File: config.mk
export PLATFORM = sky130hd
export DESIGN_NAME = dht11_uart_reporter_flat
export DESIGN_NICKNAME = d
export VERILOG_FILES = /design/src/rtl/dht11_uart_reporter_if.sv /design/src/rtl/dht11_uart_reporter.sv /design/src/flat_wrapper.sv
export SDC_FILE = /design/constraint.sdc
export NUM_CORES = 1
export LEC_CHECK = 0
export CORE_UTILIZATION = 50
export CTS_CLUSTER_SIZE = 20
export DETAILED_ROUTE_END_ITERATION = 7
export GPL_TIMING_DRIVEN = 0
export PLACE_DENSITY = 0.81
export SLEW_MARGIN = 25
export SYNTH_ARGS = -nofsm -noshare
export SYNTH_HDL_FRONTEND = slang
export SYNTH_SLANG_ARGS = --single-unit
File: constraint.sdc
create_clock -name clk -period 6.6 [get_ports clk]
set_input_delay 0.66 -clock clk [delete_from_list [all_inputs] [get_ports clk]]
set_output_delay 0.66 -clock clk [all_outputs]
set_load 0.005 [all_outputs]
File: src/rtl/dht11_uart_reporter_if.sv
// Sensor-reading input and UART TX FIFO push/full handshake of dht11_uart_reporter.
interface dht11_uart_reporter_if;
    localparam int unsigned BYTE_W = 8;

    logic              dht_valid;
    logic [BYTE_W-1:0] hum;
    logic [BYTE_W-1:0] tem;
    logic              tx_full;
    logic              tx_push;
    logic [BYTE_W-1:0] tx_data;

    modport master (input dht_valid, hum, tem, tx_full, output tx_push, tx_data);
    modport slave  (output dht_valid, hum, tem, tx_full, input tx_push, tx_data);
endinterface

File: src/rtl/dht11_uart_reporter.sv
// Latches each DHT11 reading and streams it as "H:hhh T:ttt[\r\n]" into the UART TX FIFO.
module dht11_uart_reporter #(
    parameter int unsigned EOL_EN = 1,
    parameter int unsigned DROP_W = 8
) (
    input  logic                  clk,
    input  logic                  rst,
    dht11_uart_reporter_if.master bus,
    output logic                  busy,
    output logic [DROP_W-1:0]     drop_cnt
);
    localparam int unsigned IDX_W  = 4;
    localparam int unsigned BYTE_W = 8;
    localparam logic [IDX_W-1:0] LAST = (EOL_EN != 0) ? IDX_W'(12) : IDX_W'(10);

    typedef enum logic {IDLE, SEND} state_t;

    state_t             state, state_d;
    logic [IDX_W-1:0]   idx, idx_d;
    logic [BYTE_W-1:0]  hum_q, hum_d;
    logic [BYTE_W-1:0]  tem_q, tem_d;
    logic [DROP_W-1:0]  drop_d;
    logic [BYTE_W-1:0]  line_byte;
    logic               push_c;

    // ASCII digit of v at position 0=hundreds, 1=tens, 2=units
    function automatic logic [BYTE_W-1:0] digit_ascii(input logic [BYTE_W-1:0] v,
                                                      input logic [1:0] pos);
        logic [BYTE_W-1:0] d;
        case (pos)
            2'd0:    d = v / 8'd100;
            2'd1:    d = (v / 8'd10) % 8'd10;
            default: d = v % 8'd10;
        endcase
        return 8'h30 + d;
    endfunction

    always_ff @(posedge clk) begin
        if (rst) begin
            state    <= IDLE;
            idx      <= '0;
            hum_q    <= '0;
            tem_q    <= '0;
            drop_cnt <= '0;
        end else begin
            state    <= state_d;
            idx      <= idx_d;
            hum_q    <= hum_d;
            tem_q    <= tem_d;
            drop_cnt <= drop_d;
        end
    end

    // Character selected by the current line position
    always_comb begin
        line_byte = 8'h00;
        case (idx)
            4'd0:    line_byte = 8'h48;
            4'd1:    line_byte = 8'h3A;
            4'd2:    line_byte = digit_ascii(hum_q, 2'd0);
            4'd3:    line_byte = digit_ascii(hum_q, 2'd1);
            4'd4:    line_byte = digit_ascii(hum_q, 2'd2);
            4'd5:    line_byte = 8'h20;
            4'd6:    line_byte = 8'h54;
            4'd7:    line_byte = 8'h3A;
            4'd8:    line_byte = digit_ascii(tem_q, 2'd0);
            4'd9:    line_byte = digit_ascii(tem_q, 2'd1);
            4'd10:   line_byte = digit_ascii(tem_q, 2'd2);
            4'd11:   line_byte = 8'h0D;
            4'd12:   line_byte = 8'h0A;
            default: line_byte = 8'h00;
        endcase
    end

    always_comb begin
        state_d     = state;
        idx_d       = idx;
        hum_d       = hum_q;
        tem_d       = tem_q;
        drop_d      = drop_cnt;
        busy        = 1'b0;
        push_c      = 1'b0;
        bus.tx_push = 1'b0;
        bus.tx_data = 8'h00;
        case (state)
            IDLE: begin
                if (bus.dht_valid) begin
                    hum_d   = bus.hum;
                    tem_d   = bus.tem;
                    idx_d   = '0;
                    state_d = SEND;
                end
            end
            SEND: begin
                busy        = 1'b1;
                // rst gates the strobe so an abandoned line stops in the reset cycle itself
                push_c      = ~bus.tx_full & ~rst;
                bus.tx_push = push_c;
                bus.tx_data = line_byte;
                if (bus.dht_valid && (drop_cnt != '1)) begin
                    drop_d = drop_cnt + DROP_W'(1);
                end
                if (push_c) begin
                    if (idx == LAST) begin
                        idx_d   = '0;
                        state_d = IDLE;
                    end else begin
                        idx_d = idx + IDX_W'(1);
                    end
                end
            end
            default: state_d = IDLE;
        endcase
    end
endmodule

File: src/flat_wrapper.sv
// flat-port wrapper written by rule: the top's interface ports become plain ports
module dht11_uart_reporter_flat 
#(
    parameter int unsigned EOL_EN = 1,
    parameter int unsigned DROP_W = 8
)
  (clk, rst, busy, drop_cnt, bus_dht_valid, bus_hum, bus_tem, bus_tx_full, bus_tx_push, bus_tx_data);
  dht11_uart_reporter_if bus_i ();
  input  logic clk;
  input  logic rst;
  output logic busy;
  output logic [DROP_W-1:0] drop_cnt;
  input wire logic [$bits(bus_i.dht_valid)-1:0] bus_dht_valid;
  input wire logic [$bits(bus_i.hum)-1:0] bus_hum;
  input wire logic [$bits(bus_i.tem)-1:0] bus_tem;
  input wire logic [$bits(bus_i.tx_full)-1:0] bus_tx_full;
  output wire logic [$bits(bus_i.tx_push)-1:0] bus_tx_push;
  output wire logic [$bits(bus_i.tx_data)-1:0] bus_tx_data;
  assign bus_i.dht_valid = bus_dht_valid;
  assign bus_i.hum = bus_hum;
  assign bus_i.tem = bus_tem;
  assign bus_i.tx_full = bus_tx_full;
  assign bus_tx_push = bus_i.tx_push;
  assign bus_tx_data = bus_i.tx_data;
  dht11_uart_reporter #(.EOL_EN(EOL_EN), .DROP_W(DROP_W)) u_core (.clk(clk), .rst(rst), .bus(bus_i), .busy(busy), .drop_cnt(drop_cnt));
endmodule
After elaboration in Yosys (flattened, before gate mapping). Index checks and enable logic that the tools add are counted.

Register bits after elaboration: 29. Input bits: 20. Output and inout bits: 18. Word-level logic and storage cells: 64.

$add $sub $neg: 8. Divide/modulo/power cells: 8. Eq/ne operators: 15. Muxes and demuxes: 18. Bitwise logic cells: 4. Reductions and logical operators: 6.

Operators by type and width (count): 8-bit one-hot mux with 12 select lines (1); 8-bit 2-to-1 mux (7); 6-bit by 8-bit adder with 8-bit output, first input constant (6); 8-bit by 4-bit modulo with 8-bit output, second input constant (4); 4-bit equality test, second input constant (5); 8-bit by 4-bit divider with 8-bit output, second input constant (2); 8-bit by 7-bit divider with 8-bit output, second input constant (2); 4-bit by 3-bit equality test with 1-bit output, second input constant (4); 4-bit 2-to-1 mux (3); 8-bit by 1-bit adder with 8-bit output, second input constant (1); 4-bit by 2-bit equality test with 1-bit output, second input constant (2); 8-bit != test, second input constant (1); 4-bit one-hot mux with 2 select lines (1); 2-bit AND reduction (3); 1-bit 2-to-1 mux (5); 4-bit by 1-bit adder with 4-bit output, second input constant (1); 4-bit by 1-bit equality test with 1-bit output, second input constant (1); 4-bit logical NOT (1); 2-bit != test, second input constant (2); 1-bit inverter (3); 1-bit one-hot mux with 2 select lines (1); 2-bit OR reduction (1); 1-bit AND (1); 1-bit logical AND (1).

Logic depth before layout (Yosys ltp). Gate-level depths: netlist (run 1).

Depth after elaboration: 6. Mapped depth: 20. Gate-level depth less buffers: 18.

Worst setup path after synthesis (run 1). OpenSTA, ideal clock, no wires.

Path type: register -> output. From: register u_core.tem_q[6]. To: output bus_tx_data[6]. Data arrival time: 3663 ps. Required time: 5940 ps. Path slack: 2277 ps. Stages on the path, launching flop included: 21. Path buffers: 2. Cell sequence: dfxtp_1 buf_4 buf_4 a21boi_0 a311o_2 nand2_2 inv_1 ha_1 nand2_1 a211o_1 nor2_1 o31ai_1 ha_1 nor2_1 mux2_2 o21ai_0 a21o_1 o311a_1 o31ai_1 or4_1 nand3_1.

Longest elaborated chain between the ends: 6. Elaborated cells on any way between the ends: 12.

RTL lines: start, declared (line dht11_uart_reporter.sv:21) `logic [BYTE_W-1:0] tem_q, tem_d;`; start signal, assigned (line dht11_uart_reporter.sv:49) `tem_q <= tem_d;`; 8-bit by 4-bit divider with 8-bit output (line dht11_uart_reporter.sv:32) `2'd1: d = (v / 8'd10) % 8'd10;`; 8-bit by 4-bit modulo with 8-bit output (line dht11_uart_reporter.sv:32); 8-bit 2-to-1 mux (line dht11_uart_reporter.sv:57) `case (idx)`; 6-bit by 8-bit adder with 8-bit output (line dht11_uart_reporter.sv:35) `return 8'h30 + d;`; 8-bit one-hot mux with 12 select lines (*) (line dht11_uart_reporter.sv:57); 8-bit 2-to-1 mux (*) (line dht11_uart_reporter.sv:85) `case (state)`; end, declared (line flat_wrapper.sv:18) `output wire logic [$bits(bus_i.tx_data)-1:0] bus_tx_data;`.

Mark *: on every way between the ends. The rest lies on a longest branch, timed or not. The select of a mux whose other input is x is not followed.

Final worst setup path (run 1). Same ends and word-level chain as after synthesis.

==> metrics.cfg, run 1 <==
[power]
total_power_mw=0.563
power.ir.vdd_worst_mv=0.123
power.density_nw_per_um2=137
power.leakage_nw=1.48

[clocking]
cts-buffers-inserted=5
htreeDepth=2
clk_path_buf_depth=2
worstSkewPairLatency_ps=290
cts_hold_buf=0
clkTransAtPathRegs_ps=60
cts_repair_resize_count=0
cts.root.buffer_cell=sky130_fd_sc_hd__clkbuf_8
cts_tree=built
numClockSinks=29
post-cts-setup-buffer-count=0

[logic_synthesis]
mapped_cells=494
post-synth-top-area-fraction_pct=16.5
top_post_synthesis_cells_by_area=sky130_fd_sc_hd__dfxtp_1, sky130_fd_sc_hd__a21oi_1, sky130_fd_sc_hd__nand2_1
post_synth_instance_area_um2=3520
cell_taking_the_most_area_after_synthesis=sky130_fd_sc_hd__dfxtp_1
syn_nets=530
ys_types=93
synth_top_flop_cell=sky130_fd_sc_hd__dfxtp_1
ys_warn_count=0
synthMostInstantiatedCell=sky130_fd_sc_hd__nand2_1
synthArstFlopShare_pct=0
synth.ff_latch_count=29
synth_top_cells_by_count=sky130_fd_sc_hd__nand2_1, sky130_fd_sc_hd__a21oi_1, sky130_fd_sc_hd__nor2_1, sky130_fd_sc_hd__dfxtp_1, sky130_fd_sc_hd__o21ai_0
seq_area_frac_synth_pct=16.5
synth_enable_flop_cells=0
syn_area_per_cell_um2=7.12

[timing]
max_freq_mhz=178
worst_setup_skew_after_layout_ps=9.68
relSlewSlack_pct=43.1
finalWorstSetupSlack_ps=971
final-hold-violation-count=0
hold_slack_ps=483
finalWorstPathRequiredPeriod_ps=5630
grt_setup_unrepaired=no
final_min_period_over_clock_period_pct=85.3
setup_viols_final=0
max_slew.worst_pin.slew_ps=852
slew_violations=0
setup_total_negative_slack_ps=0

[final_layout]
drive_gt1_share_pct=10.2
utilization_pct=60.3
nNetsFinal=574
area_growth_syn_to_layout_pct=16.4
final_design_area_no_fill_um2=4100
ff_latch_area_um2=581
multiInputGateArea_um2=2690
final-instance-count-excl-fill=635
layout.filler_cells=617
antenna_cells=0

[floorplan]
die_boundary_height_um=85.9
start_util_pct=51.8
core-area_um2=6790
top_level_ports=38
core.rowCount=30
die_footprint_um2=7380
chipWidth_um=85.9

[critical_path]
timing.critical_path.slowest_cell_delay_ps=510
worst-path-max-fanout=10
cp_data_required_time_ps=5940
worstSetupEndpointType=output pin
cp-start-kind=register
timing_worst_setup_path_type=reg -> out
worst_path_max_delay_cell=sky130_fd_sc_hd__or4_1
critical_path_arrival_ps=4970
cp.buffers_inverters=4
path_delay_family=simple AND/OR/NAND/NOR gates
critical_path.cell_chain=buf_4 > buf_4 > nor4bb_1 > a21oi_1 > nand2_2 > inv_1 > ha_1 > nand2_1 > a211o_1 > nor2_1 > o31ai_1 > ha_1 > nor2_1 > mux2_2 > o21ai_0 > a21o_1 > o311a_1 > o31ai_1 > or4_1 > nand3_1 > clkdlybuf4s50_1

[global_routing]
grt_pass1_wl_mm=16.0
largest_net_degree_at_the_start_of_global_routing=11
groute.usage.overall_pct=26.1
antenna_violations_before_repair=0
grt_overflow=0
first_global_vias=3481

[outcome]
outcome=finished, final reports clean

[routing]
first_iter_violations=281
via_per_inst=6.09
antenna_violating_nets_post_route=0
routed_wl_mm=9.53
wire_per_inst_um=15.0
routed-via-count=3867
drc_errors=0
drt_pre_antenna_iters=7

[hold_path]
hold_path.class=reg -> reg

[placed_design]
pre_cts_slack_ps=1340
placement.io_buffers=37
placed_area_um2=4010
placed_cells=627
dp_hpwl_mm=7.22
gpl.final_weighted_congestion=0.954

[job]
drv_cap=0

cells by family (layout without fill, tap and decap cells):
kind of cell / Yosys count / in the layout / synth area share [%]
DFF: 29 / 29 / 16.5
adders and majority gates: 17 / 17 / 5.97
buffers and inverters: 54 / 99 / 6.97
muxes: 7 / 7 / 2.06
xor gates and xnor gates: 24 / 24 / 5.97
AOI/OAI and AO/OA: 164 / 164 / 33.3
and+or+nand+nor: 199 / 199 / 29.3
where the power goes:
part / internal, mW / switching (mW)
logic: 0.0937 / 0.134
registers: 0.182 / 0.00836
clock network: 0.0726 / 0.0718
total: 0.349 / 0.214
cell usage in the layout (no fill, tap or decap), types with 4 or more instances in the layout:
cell type,count
sky130_fd_sc_hd__inv_1,15
sky130_fd_sc_hd__buf_4,8
sky130_fd_sc_hd__nor3b_1,5
sky130_fd_sc_hd__clkbuf_8,5
sky130_fd_sc_hd__mux2i_1,5
sky130_fd_sc_hd__nor2b_1,8
sky130_fd_sc_hd__buf_1,4
sky130_fd_sc_hd__a21o_1,4
sky130_fd_sc_hd__nand3_1,5
sky130_fd_sc_hd__dfxtp_1,29
sky130_fd_sc_hd__or3_1,5
sky130_fd_sc_hd__xor2_1,10
sky130_fd_sc_hd__nor3_1,12
sky130_fd_sc_hd__o31ai_1,4
sky130_fd_sc_hd__a21oi_1,53
sky130_fd_sc_hd__a31oi_1,6
sky130_fd_sc_hd__clkdlybuf4s50_1,37
sky130_fd_sc_hd__and2_1,5
sky130_fd_sc_hd__nand2b_1,11
sky130_fd_sc_hd__xnor2_1,14
sky130_fd_sc_hd__nor2_1,41
sky130_fd_sc_hd__nand2_1,68
sky130_fd_sc_hd__o21a_1,4
sky130_fd_sc_hd__o21ai_1,4
sky130_fd_sc_hd__nor4_1,4
sky130_fd_sc_hd__ha_1,16
sky130_fd_sc_hd__nand4_1,6
sky130_fd_sc_hd__o31a_1,4
sky130_fd_sc_hd__clkbuf_1,13
sky130_fd_sc_hd__o21ai_0,22
sky130_fd_sc_hd__buf_2,9
final timing paths:
check,slack (ps),startpoint,cells after the start,end
max,970,u_core.tem_q[6],21,bus_tx_data[6]
min reg2reg,480,u_core.tem_q[0],2,u_core.tem_q[0]
min,480,u_core.tem_q[0],2,u_core.tem_q[0]
max reg2reg,4670,u_core.state,5,u_core.idx[3]
per-layer routing:
layer | share of wire, % | global-route usage, % | vias up
li1 | - | - | 1895
met1 | 46 | 35.7 | 1813
met2 | 46 | 43.2 | 146
met3 | 6.0 | 2.60 | 13
met4 | 1.5 | 7.58 | 0
met5 | 0 | 0 | -
worst min-delay path, cell delays in order, from the launching register on:
cell and delay [ps]:
sky130_fd_sc_hd__dfxtp_1 320, sky130_fd_sc_hd__nand2_1 60, sky130_fd_sc_hd__a21oi_1 50
state kept, by name (all words and copies together) (netlist names):
register	cells
u_core.drop_cnt	8
u_core.hum_q	8
u_core.idx	4
u_core.state	1
u_core.tem_q	8
cell type report:
class	instances	area share, %
multi-input cells	411	65.7
flip-flops and latches	29	14.2
repair buffers	37	9.04
plain buffers	34	4.12
well taps	96	2.93
inverters	20	1.86
clock buffers	5	1.68
clock inverters	3	0.428
No activity file was read; power rests on OpenSTA's default activity.
==> inputs of run 2 (changes only) <==
Settings changed: GPL_ROUTABILITY_DRIVEN set to 0.
==> run 2 against run 1 <==
  * Clock power increased by 11%
  * Fmax decreased by 0.65%
  * Critical path depth unchanged
  * Hold slack worse by 8.0 ps
  * Via count up 0.34%
  * Largest power group unchanged
  * Global-route usage up 1.2 points
  * Cell area increased by 0.37%
  * First-iteration DRC count grew 35%
==> metrics.cfg, run 2 (same netlist as run 1, synthesis figures left out) <==
[timing]
max_slew.worst_pin.slew_ps=871
worst_setup_skew_after_layout_ps=8.84
final_min_period_over_clock_period_pct=85.9
finalWorstPathRequiredPeriod_ps=5670
grt_setup_unrepaired=no
setup_viols_final=0
finalWorstSetupSlack_ps=934
setup_total_negative_slack_ps=0
relSlewSlack_pct=41.8
slew_violations=0
max_freq_mhz=176
final-hold-violation-count=0

[power]
power.density_nw_per_um2=141
power.ir.vdd_worst_mv=0.154
total_power_mw=0.579
power.leakage_nw=1.49

[final_layout]
multiInputGateArea_um2=2690
area_growth_syn_to_layout_pct=16.8
ff_latch_area_um2=581
drive_gt1_share_pct=10.2
nNetsFinal=574
final-instance-count-excl-fill=635
antenna_cells=0
commonest_cells_after_routing_fill_and_taps_aside=sky130_fd_sc_hd__nand2_1, sky130_fd_sc_hd__a21oi_1, sky130_fd_sc_hd__nor2_1
layout.filler_cells=630
largestRegisters=u_core.drop_cnt: 8 flops, u_core.hum_q: 8 flops, u_core.tem_q: 8 flops
layout.cells.most_common=sky130_fd_sc_hd__nand2_1

[clocking]
clk_path_buf_depth=2
clkTransAtPathRegs_ps=60
post-cts-setup-buffer-count=0
worstSkewPairLatency_ps=290
htreeDepth=2
cts_tree=built
numClockSinks=29
cts_repair_resize_count=0
cts_hold_buf=0
cts-buffers-inserted=5
cts.root.buffer_cell=sky130_fd_sc_hd__clkbuf_8

[critical_path]
worst_path_max_delay_cell=sky130_fd_sc_hd__or4_1
worstSetupEndpointType=output pin
cp.buffers_inverters=4
critical_path_arrival_ps=5010
critical_path.cell_chain=buf_4 > buf_4 > nor4bb_1 > a21oi_1 > nand2_2 > inv_1 > ha_1 > nand2_1 > a211o_1 > nor2_1 > o31ai_1 > ha_1 > nor2_1 > mux2_2 > o21ai_0 > a21o_1 > o311a_1 > o31ai_1 > or4_1 > nand3_1 > clkdlybuf4s50_1
worst-path-max-fanout=10
cp_data_required_time_ps=5940
r2r_start=u_core.state
timing.critical_path.slowest_cell_delay_ps=520
timing_worst_setup_path_type=reg -> out
cp-start-kind=register
cp-startpoint=u_core.tem_q[6]
path_delay_family=simple AND/OR/NAND/NOR gates

[routing]
first_iter_violations=379
routed_wl_mm=9.50
wire_per_inst_um=15.0
drt_pre_antenna_iters=5
antenna_violating_nets_post_route=0
routed-via-count=3880
drc_errors=0
via_per_inst=6.11

[global_routing]
grt_overflow=0
largest_net_degree_at_the_start_of_global_routing=11
groute.usage.overall_pct=27.2
first_global_vias=3652
grt_pass1_wl_mm=16.5
antenna_violations_before_repair=0

[job]
drv_cap=0

[floorplan]
start_util_pct=51.8
top_level_ports=38
die_footprint_um2=7380
core.rowCount=30
die_boundary_height_um=85.9
core-area_um2=6790
chipWidth_um=85.9

[placed_design]
pre_cts_slack_ps=1330
placement.io_buffers=37
placed_cells=627
dp_hpwl_mm=7.24

[outcome]
outcome=finished, final reports clean

[hold_path]
min_from=u_core.tem_q[0]
hold_path.class=reg -> reg

-- run 2: cell types whose count changed in the layout (fill, tap and decap cells not counted) --
cell	previous run	this run
sky130_fd_sc_hd__clkinv_2	3	2
sky130_fd_sc_hd__clkinvlp_4	1	0
sky130_fd_sc_hd__clkbuf_8	5	7
-- run 2: metal layers --
metal  GRT usage [%]  share of wire (%)  vias up
li1                -                  -     1902
met1            35.7                 45     1786
met2            44.9                 46      157
met3            3.08                6.2       35
met4            12.1                2.9        0
met5               0                  0        -
-- run 2: final timing paths --
kind	end	slack [ps]	cells past startpoint
max	bus_tx_data[6]	930	21
max reg2reg	u_core.idx[3]	4660	5
min reg2reg	u_core.tem_q[0]	480	2
min	u_core.tem_q[0]	480	2
-- run 2: area by class of cell --
cell class                 instances  area share (%)
buffer                            34            4.11
multi-input combinational        411            65.5
sequential                        29            14.1
tap                               96            2.92
clock buffer                       7            2.34
inverter                          20            1.86
timing repair buffer              37            9.01
clock inverter                     1           0.122
-- run 2: power breakdown --
group | total [mW] | internal, mW | switching [mW]
clock network | 0.160 | 0.0940 | 0.0663
logic | 0.228 | 0.0936 | 0.135
registers | 0.191 | 0.182 | 0.00866
total | 0.579 | 0.370 | 0.209
-- run 2: worst min-delay path, delay by kind of cell, from the launching register on --
family / cells / cell delay (ps)
DFF: 1 / 320
AOI/OAI and AO/OA: 1 / 50
and+or+nand+nor: 1 / 60
-- run 2: per-stage QoR --
stage               utilization, %  hold slack (ps)  instance area (um2)
CTS                           60.5              477                 4110
finish                        60.5              475                 4110
global placement              59.0              450                 4010
floorplan                        -              437                 3520
detailed placement            59.0              468                 4010
global route                  60.5              510                 4110
==> inputs of run 3 (changes only) <==
Settings changed: CORE_UTILIZATION 50 to 56, PLACE_DENSITY 0.81 to 0.88.
==> run 3 against run 2 <==
  * Core utilization is 7.4 points higher
  * Via count increased by 0.59%
  * First-iteration DRC count shrank 21%
  * Largest cell class unchanged
==> metrics.cfg, run 3 (same netlist as run 1, synthesis figures left out) <==
[outcome]
outcome=finished, final reports clean

[timing]
max_freq_mhz=175
slew_violations=0
worst_setup_skew_after_layout_ps=5.70
max_slew.worst_pin.slew_ps=913
final_min_period_over_clock_period_pct=86.6
relSlewSlack_pct=39.0
setup_total_negative_slack_ps=0
finalWorstPathRequiredPeriod_ps=5720
grt_setup_unrepaired=no
final-hold-violation-count=0
finalWorstSetupSlack_ps=883
setup_viols_final=0

[final_layout]
area_growth_syn_to_layout_pct=15.5
drive_gt1_share_pct=10.0
multiInputGateArea_um2=2690
nNetsFinal=574
layout.cells.most_common=sky130_fd_sc_hd__nand2_1
largestRegisters=u_core.drop_cnt: 8 flops, u_core.hum_q: 8 flops, u_core.tem_q: 8 flops
antenna_cells=0
ff_latch_area_um2=581
commonest_cells_after_routing_fill_and_taps_aside=sky130_fd_sc_hd__nand2_1, sky130_fd_sc_hd__a21oi_1, sky130_fd_sc_hd__nor2_1
utilization_pct=67.9
final_design_area_no_fill_um2=4070
layout.filler_cells=483

[critical_path]
reg2regPathDepth=5
worst-path-max-fanout=10
cp-start-kind=register
timing_worst_setup_path_type=reg -> out
critical_path_arrival_ps=5060
cp_data_required_time_ps=5940
worstSetupEndpointType=output pin

[global_routing]
first_global_vias=3518
grt_overflow=0
grt_pass1_wl_mm=15.8
largest_net_degree_at_the_start_of_global_routing=11
groute.usage.overall_pct=30.2
antenna_violations_before_repair=0

[routing]
routed_wl_mm=9.70
drt_pre_antenna_iters=5
via_per_inst=6.36
first_iter_violations=299
routed-via-count=3903
wire_per_inst_um=15.8
antenna_violating_nets_post_route=0
drc_errors=0

[clocking]
cts.root.buffer_cell=sky130_fd_sc_hd__clkbuf_8
clkTransAtPathRegs_ps=60
cts_repair_resize_count=0
cts-buffers-inserted=5
cts_tree=built
numClockSinks=29
clk_path_buf_depth=2
cts_hold_buf=0
worstSkewPairLatency_ps=280
post-cts-setup-buffer-count=0
htreeDepth=2

[hold_path]
hold_path.class=reg -> reg
worst_hold_path.num_cells=2

[floorplan]
top_level_ports=38
die_boundary_height_um=81.3
die_footprint_um2=6600
core-area_um2=5990
core.rowCount=28
start_util_pct=58.7
chipWidth_um=81.3

[power]
power.leakage_nw=1.48
total_power_mw=0.561
power.density_nw_per_um2=138
power.ir.vdd_worst_mv=0.195

[placed_design]
pre_cts_slack_ps=1260
placement.io_buffers=37
placed_area_um2=3980
dp_hpwl_mm=7.27

[job]
drv_cap=0

-- run 3: cell types whose count changed in the layout (fill, tap and decap cells not counted), sizes merged --
cell	change
clkinv	+1
clkbuf	-1
-- run 3: layer usage --
layer | GRT usage (%) | vias to the layer above | wire (um)
met3 | 3.03 | 25 | 687
met5 | 0 | - | 0
met4 | 12.0 | 0 | 225
met1 | 38.6 | 1798 | 4230
li1 | - | 1896 | -
met2 | 51.5 | 184 | 4560
-- run 3: path summary, 6_finish.rpt --
| path | startpoint | end | slack [ps] |
|---|---|---|---|
| setup / recovery | u_core.tem_q[6] | bus_tx_data[6] | 880 |
| hold / removal | u_core.tem_q[0] | u_core.tem_q[0] | 500 |
| setup reg to reg | u_core.state | u_core.idx[3] | 4650 |
| hold reg to reg | u_core.tem_q[0] | u_core.tem_q[0] | 500 |
-- run 3: critical path, stage by stage (launching register included) --
cell and delay, ps:
sky130_fd_sc_hd__dfxtp_1 320, sky130_fd_sc_hd__buf_4 150, sky130_fd_sc_hd__buf_4 170, sky130_fd_sc_hd__nor4bb_1 380
sky130_fd_sc_hd__a21oi_1 140, sky130_fd_sc_hd__nand2_2 200, sky130_fd_sc_hd__inv_1 80, sky130_fd_sc_hd__ha_1 230
sky130_fd_sc_hd__nand2_1 90, sky130_fd_sc_hd__a211o_1 130, sky130_fd_sc_hd__nor2_1 90, sky130_fd_sc_hd__o31ai_1 440
sky130_fd_sc_hd__ha_1 280, sky130_fd_sc_hd__nor2_1 60, sky130_fd_sc_hd__mux2_2 300, sky130_fd_sc_hd__o21ai_0 170
sky130_fd_sc_hd__a21o_1 110, sky130_fd_sc_hd__o311a_1 220, sky130_fd_sc_hd__o31ai_1 120, sky130_fd_sc_hd__or4_1 510
sky130_fd_sc_hd__nand3_1 80, sky130_fd_sc_hd__clkdlybuf4s50_1 490
-- run 3: layout make-up --
cell class,instances,share of cell area [%]
inverters,20,1.88
repair buffers,37,9.11
clock inverters,2,0.246
clock buffers,6,1.79
multi-input cells,411,66.2
flip-flops and latches,29,14.3
plain buffers,34,4.16
well taps,75,2.31
-- run 3: where the power goes --
part           switching, mW  total (mW)  internal [mW]
Clock                 0.0661       0.139         0.0728
Combinational          0.136       0.230         0.0940
Sequential           0.00885       0.191          0.182
Total                  0.211       0.561          0.349
-- run 3: through the flow --
stage	std cells	hold WS, ps
after CTS	614	490
after global routing	614	526
final	614	498
after global placement	606	449
after detailed placement	606	469
after floorplan	494	437
